<file path="config.mk">
export PLATFORM = sky130hd
export DESIGN_NAME = parser_conf_ctrl
export DESIGN_NICKNAME = d
export VERILOG_FILES = /design/src/rtl/parser_conf_ctrl.sv
export SDC_FILE = /design/constraint.sdc
export NUM_CORES = 1
export LEC_CHECK = 0
export ABC_AREA = 1
export CORE_MARGIN = 2
export CORE_UTILIZATION = 34
export CTS_BUF_LIST = sky130_fd_sc_hd__clkbuf_8 sky130_fd_sc_hd__clkbuf_16
export DETAILED_ROUTE_END_ITERATION = 7
export PLACE_DENSITY = 0.68
export SLEW_MARGIN = 20
export SYNTH_ARGS = -nofsm -noshare
export SYNTH_HDL_FRONTEND = slang
export SYNTH_SLANG_ARGS = --single-unit
</file>
<file path="constraint.sdc">
create_clock -name i_clk -period 2.2 [get_ports i_clk]
set_input_delay 0.22 -clock i_clk [delete_from_list [all_inputs] [get_ports i_clk]]
set_output_delay 0.22 -clock i_clk [all_outputs]
set_load 0.005 [all_outputs]
</file>
<file path="src/rtl/parser_conf_ctrl.sv">
`default_nettype none
// ============================================================================
// Module   : parser_conf_ctrl
// Purpose  : Arbitrates rule-table configuration accesses from two requesters
//            (0 = host, 1 = local CPU) onto LAYER_NUM Parser_Layer rule ports.
//            One transaction is in flight at a time: grant -> one-cycle
//            write/read strobe -> optional wait for read data (with timeout)
//            -> response held until accepted.
// Ports    :
//   i_clk, i_rst_n            clock, asynchronous active-low reset
//   i_req_valid/o_req_ready   per-requester request handshake (ready = grant)
//   i_req_wr/addr/wdata       per-requester command; addr[31:24] = layer
//   o_resp_valid/i_resp_ready response handshake
//   o_resp_id/err/rdata       response owner, error flag, read data
//   o_rule_wren/rden          one-hot, one-cycle strobes per layer
//   o_rule_addr/wdata         shared rule address / write data
//   i_rule_rdata_valid/rdata  per-layer read return
// Revision : 1.0 - initial release
// ============================================================================
module parser_conf_ctrl #(
  parameter int LAYER_NUM  = 4,
  parameter int RD_TIMEOUT = 15
) (
  input  logic                       i_clk,
  input  logic                       i_rst_n,
  input  logic [1:0]                 i_req_valid,
  output logic [1:0]                 o_req_ready,
  input  logic [1:0]                 i_req_wr,
  input  logic [1:0][31:0]           i_req_addr,
  input  logic [1:0][31:0]           i_req_wdata,
  output logic                       o_resp_valid,
  input  logic                       i_resp_ready,
  output logic                       o_resp_id,
  output logic                       o_resp_err,
  output logic [31:0]                o_resp_rdata,
  output logic [LAYER_NUM-1:0]       o_rule_wren,
  output logic [LAYER_NUM-1:0]       o_rule_rden,
  output logic [31:0]                o_rule_addr,
  output logic [31:0]                o_rule_wdata,
  input  logic [LAYER_NUM-1:0]       i_rule_rdata_valid,
  input  logic [LAYER_NUM-1:0][31:0] i_rule_rdata
);

  localparam logic [1:0] S_IDLE    = 2'd0;
  localparam logic [1:0] S_ISSUE   = 2'd1;
  localparam logic [1:0] S_WAIT_RD = 2'd2;
  localparam logic [1:0] S_RESP    = 2'd3;

  localparam logic [7:0]  C_TIMEOUT      = 8'(RD_TIMEOUT);
  localparam logic [31:0] C_LAYER_NUM    = 32'(LAYER_NUM);
  localparam logic [31:0] C_TIMEOUT_DATA = 32'hDEAD_BEEF;

  // State
  logic [1:0]           r_state;
  logic                 r_last_gnt;
  logic [7:0]           r_cnt;
  logic                 r_wr;
  logic [7:0]           r_layer;
  logic [31:0]          r_rule_addr;
  logic [31:0]          r_rule_wdata;
  logic [LAYER_NUM-1:0] r_wren;
  logic [LAYER_NUM-1:0] r_rden;
  logic                 r_resp_valid;
  logic                 r_resp_id;
  logic                 r_resp_err;
  logic [31:0]          r_resp_rdata;

  // Arbitration / decode
  logic                 w_any_valid;
  logic                 w_gnt_id;
  logic                 w_grant;
  logic [31:0]          w_gnt_addr;
  logic [7:0]           w_gnt_layer;
  logic                 w_gnt_bad;
  logic [LAYER_NUM-1:0] w_gnt_oh;
  logic [LAYER_NUM-1:0] w_cur_oh;
  logic                 w_sel_valid;
  logic [31:0]          w_sel_data;
  logic [7:0]           w_cnt_nxt;

  assign w_any_valid = |i_req_valid;
  // On a tie the requester not granted last wins; otherwise the lone requester.
  assign w_gnt_id    = (&i_req_valid) ? ~r_last_gnt : i_req_valid[1];
  assign w_grant     = (r_state == S_IDLE) && w_any_valid;
  assign w_gnt_addr  = i_req_addr[w_gnt_id];
  assign w_gnt_layer = w_gnt_addr[31:24];
  assign w_gnt_bad   = ({24'd0, w_gnt_layer} >= C_LAYER_NUM);

  // Ready is the grant itself, so it must be combinational with the valid it
  // answers; it is also forced low while reset is held.
  assign o_req_ready = (w_grant && i_rst_n) ? (w_gnt_id ? 2'b10 : 2'b01) : 2'b00;

  generate
    for (genvar gi = 0; gi < LAYER_NUM; gi++) begin : g_layer_dec
      assign w_gnt_oh[gi] = (w_gnt_layer == 8'(gi));
      assign w_cur_oh[gi] = (r_layer == 8'(gi));
    end
  endgenerate

  // Only the addressed layer's return is observed; other layers are masked.
  assign w_sel_valid = |(i_rule_rdata_valid & w_cur_oh);

  always_comb begin
    w_sel_data = '0;
    for (int i = 0; i < LAYER_NUM; i++) begin
      if (w_cur_oh[i]) w_sel_data = w_sel_data | i_rule_rdata[i];
    end
  end

  assign w_cnt_nxt = r_cnt + 8'd1;

  always_ff @(posedge i_clk or negedge i_rst_n) begin
    if (!i_rst_n) begin
      r_state      <= S_IDLE;
      r_last_gnt   <= 1'b1;
      r_cnt        <= '0;
      r_wr         <= 1'b0;
      r_layer      <= '0;
      r_rule_addr  <= '0;
      r_rule_wdata <= '0;
      r_wren       <= '0;
      r_rden       <= '0;
      r_resp_valid <= 1'b0;
      r_resp_id    <= 1'b0;
      r_resp_err   <= 1'b0;
      r_resp_rdata <= '0;
    end else begin
      // Strobes are single-cycle: they are only set on the grant edge.
      r_wren <= '0;
      r_rden <= '0;
      case (r_state)
        S_IDLE: begin
          if (w_any_valid) begin
            r_last_gnt   <= w_gnt_id;
            r_wr         <= i_req_wr[w_gnt_id];
            r_layer      <= w_gnt_layer;
            r_rule_addr  <= {8'd0, w_gnt_addr[23:0]};
            r_rule_wdata <= i_req_wdata[w_gnt_id];
            r_resp_id    <= w_gnt_id;
            if (w_gnt_bad) begin
              r_state      <= S_RESP;
              r_resp_valid <= 1'b1;
              r_resp_err   <= 1'b1;
              r_resp_rdata <= '0;
            end else begin
              r_state <= S_ISSUE;
              if (i_req_wr[w_gnt_id]) r_wren <= w_gnt_oh;
              else                    r_rden <= w_gnt_oh;
            end
          end
        end
        S_ISSUE: begin
          if (r_wr) begin
            r_state      <= S_RESP;
            r_resp_valid <= 1'b1;
            r_resp_err   <= 1'b0;
            r_resp_rdata <= '0;
          end else if (w_sel_valid) begin
            r_state      <= S_RESP;
            r_resp_valid <= 1'b1;
            r_resp_err   <= 1'b0;
            r_resp_rdata <= w_sel_data;
          end else begin
            r_state <= S_WAIT_RD;
            r_cnt   <= '0;
          end
        end
        S_WAIT_RD: begin
          // Data arriving in the final waiting cycle still beats the timeout.
          if (w_sel_valid) begin
            r_state      <= S_RESP;
            r_resp_valid <= 1'b1;
            r_resp_err   <= 1'b0;
            r_resp_rdata <= w_sel_data;
          end else if (w_cnt_nxt == C_TIMEOUT) begin
            r_state      <= S_RESP;
            r_resp_valid <= 1'b1;
            r_resp_err   <= 1'b1;
            r_resp_rdata <= C_TIMEOUT_DATA;
            r_cnt        <= w_cnt_nxt;
          end else begin
            r_cnt <= w_cnt_nxt;
          end
        end
        S_RESP: begin
          if (i_resp_ready) begin
            r_state      <= S_IDLE;
            r_resp_valid <= 1'b0;
            r_resp_id    <= 1'b0;
            r_resp_err   <= 1'b0;
            r_resp_rdata <= '0;
          end
        end
        default: r_state <= S_IDLE;
      endcase
    end
  end

  assign o_rule_wren  = r_wren;
  assign o_rule_rden  = r_rden;
  assign o_rule_addr  = r_rule_addr;
  assign o_rule_wdata = r_rule_wdata;
  assign o_resp_valid = r_resp_valid;
  assign o_resp_id    = r_resp_id;
  assign o_resp_err   = r_resp_err;
  assign o_resp_rdata = r_resp_rdata;

endmodule
`default_nettype wire

</file>
==> impl_metrics.toml <==
[clock_tree]
clkTransAtPathRegs_ps = 60
clock-sinks = 119
clk_latency_ps = 410
htree_levels = 4
numCtsBuffers = 17
clock-root-buffer = "clkbuf_16"
cts_tree = "yes"
cts_buffer_depth = 2

[timing]
slew_viol_final = 0
setup_viol = 0
hold_viol = 0
setup_tns_ps = 0
period_minus_slack_ps = 2040
fin_crit_sh_pct = 92.72
worst_slew_pin_slew_ps = 659.3
slew-limit-headroom_pct = 56.05
fin_worst_skew_ps = 10.21
maxClockFrequency_mhz = 490.2
setup_slack_ps = 160.2

[finish]
drive_above_1_share_pct = 9.279
area_growth_pct = 64.33
layout.nets = 1661
design_area_um2 = 12090
n_fill_cell = 1962
layout.cells.non_filler = 1677

[setup_path]
rrSetupSlack_ps = 160
reg2reg_from = "r_last_gnt"
crit_arrival_ps = 2330
cp-start-kind = "register"
worstSetupPathType = "register to register"
cp_max_fo = 17
end_kind = "register"
timing.rr.end = "o_resp_rdata[7]"
worstPathRequired_ps = 2490
reg2reg_depth = 13

[logic_synthesis]
synth_cell_types = 36
synth_edf_count = 0
synth_top_area_share_pct = 40.13
syn_avg_cell_area_um2 = 7.103
synth_area_leader_cell = "dfrtp_1"
synth-seq-area-share_pct = 40.49
synthesis.area_um2 = 7358
synth_cells = 1036
yosysWarningCount = 0
synth-async-reset-ratio_pct = 100.0
ys_seq_elements = 119
ys.flop_type = "dfrtp_1"
yosys-top-cells-area = "dfrtp_1 (40%), nand2_1 (15%), o21ai_0 (8.6%), nand3_1 (8.0%), nor2_1 (5.2%)"

[min_path]
hold_class = "primary input to async pin"

[drt]
vias = 7968
drtIter0Drc = 297
ant_nets = 0
drt_drc_violations_left = 0
via_per_inst = 4.751
drt-wirelength-per-cell_um = 16.37
drt_wl_total_um = 27460
first_pass_iters = 5

[power_and_ir_drop]
vdd_drop_max_uv = 596.3
total_power_mw = 13.36
power_density_nw_per_um2 = 1105
leakagePower_nw = 5.344

[placement]
place_hpwl_um = 20640
gp_congestion = 0.8620
io_buffers = 367
dp_worst_setup_slack_ps = -52.99
dpl-instance-area_um2 = 11390
dp_cells = 1640

[global_route]
grt_usage_pct = 23.15
grt-ovfl-total = 0
grt_pass1_vias = 7628
grt_max_degree = 72
grt_first_pass_wirelength_um = 40880
grt_antenna_before_repair = 1

[die]
dieWidth_um = 151.1
coreArea_um2 = 21150
fp.dieH_um = 151.1
start_util_pct = 34.78
fp-row-count = 53
die_area_um2 = 22830
pin_count = 376

[outcome]
outcome = "complete, no violations"

[flow_run]
drv_cap = 0
worst max-delay path by stage:
stage	from	to	depth (start not counted)
after floorplan	r_state[0]	o_req_ready[0]	7
after global placement	i_req_valid[0]	o_resp_rdata[1]	12
after detailed placement	i_req_valid[0]	o_resp_rdata[31]	12
after CTS	r_cnt[0]	o_resp_rdata[31]	13
after global routing	r_cnt[1]	o_resp_rdata[13]	13
final	r_last_gnt	o_resp_rdata[7]	13
state kept, by name, indices dropped and copies added, names as in the netlist:
register and flops:
o_rule_rden 4, r_state 2, r_last_gnt 1, o_resp_err 1, o_resp_id 1, r_cnt 8, o_rule_wdata 32, r_wr 1
o_resp_rdata 32, o_rule_addr 24, o_rule_wren 4, r_layer 8, o_resp_valid 1
Yosys cell counts (3+ instances only):
cell type  count
nand2_1      285
o21ai_0      127
dfrtp_1      118
nand3_1      117
nor2_1       102
inv_1         78
a21oi_1       32
clkbuf_1      32
o21bai_2      28
buf_2         17
o21ai_1       13
buf_4         11
buf_1          8
o21bai_1       7
ha_1           6
nand2_2        6
nand3_2        6
inv_2          5
nand4_1        4
nor2_2         4
buf_6          3
nand2_4        3
nor3_1         3
o22ai_1        3
or2_2          3
kinds of logic (layout without fill, tap and decap cells):
family / Yosys count / count (layout) / share of synthesized area [%]
simple gates: 536 / 537 / 31.20
compound gates: 214 / 214 / 17.40
buf+inv: 157 / 514 / 9.471
flops: 119 / 119 / 40.49
fa+ha+maj: 6 / 6 / 1.020
xor+xnor: 2 / 2 / 0.2381
other cells: 1 / 9 / 0.05096
mux: 1 / 1 / 0.1360
cell type report:
| type | count | area [um2] | share of cell area, % |
|---|---|---|---|
| well taps | 275 | 344.1 | 2.846 |
| repair buffers | 398 | 4066 | 33.63 |
| clock inverters | 13 | 195.2 | 1.614 |
| flip-flops and latches | 119 | 2979 | 24.64 |
| diodes | 1 | 2.502 | 0.02070 |
| inverters | 84 | 319.1 | 2.639 |
| clock buffers | 19 | 452.9 | 3.746 |
| multi-input cells | 768 | 3732 | 30.87 |
cells in the final DEF (no fill, tap or decap), drive strengths merged:
master	n
ha	6
inv	84
clkdlybuf4s50	364
conb	8
o22ai	3
or2	3
nand4	4
nor3	3
clkinvlp	3
diode	1
dfrtp	118
buf	31
o21ai	142
a21oi	32
a21boi	1
xor2	2
mux2i	1
clkinv	6
nor2	110
o31ai	1
nand3	123
bufinv	4
dfstp	1
o21bai	35
clkbuf	20
dlygate4sd3	1
nand2	294
dlygate4sd2	1
power breakdown:
part / switching (mW) / internal [mW]
clock: 1.07 / 1.97
combinational: 3.65 / 3.12
sequential: 0.514 / 3.04
total: 5.24 / 8.12
per-layer routing:
metal,vias up,part of all wire [%],GRT usage [%]
met5,-,0,0
met4,0,1.2,5.561
met3,20,9.0,7.681
met2,285,51,41.64
met1,3626,39,26.53
li1,4037,-,-
per-stage QoR:
step	util (%)	hold slack, ps
CTS	56.99	307.3
global placement	53.84	119.9
floorplan	-	-75.59
finish	57.16	303.8
detailed placement	53.84	119.6
global route	57.16	317.2
what timing repair did:
item	in CTS	in global routing
setup endpoints to repair	2	35
hold buffers	1	0
pin swaps	0	2
gates cloned	0	1
gates resized for setup	3	4
hold endpoints to repair	28	0
buffers inserted	1	1
critical path: stages, from the launching register on:
cell	delay (ps)
dfstp_2	540
nand2_2	70
nand2_4	110
clkinvlp_4	110
buf_4	160
nand2_1	50
nand2_1	70
nor2_2	150
nand3_2	140
nand2_4	190
nor2_4	70
buf_12	150
nand2_1	60
nand2_1	50
Power figures use the tool's default switching activity.
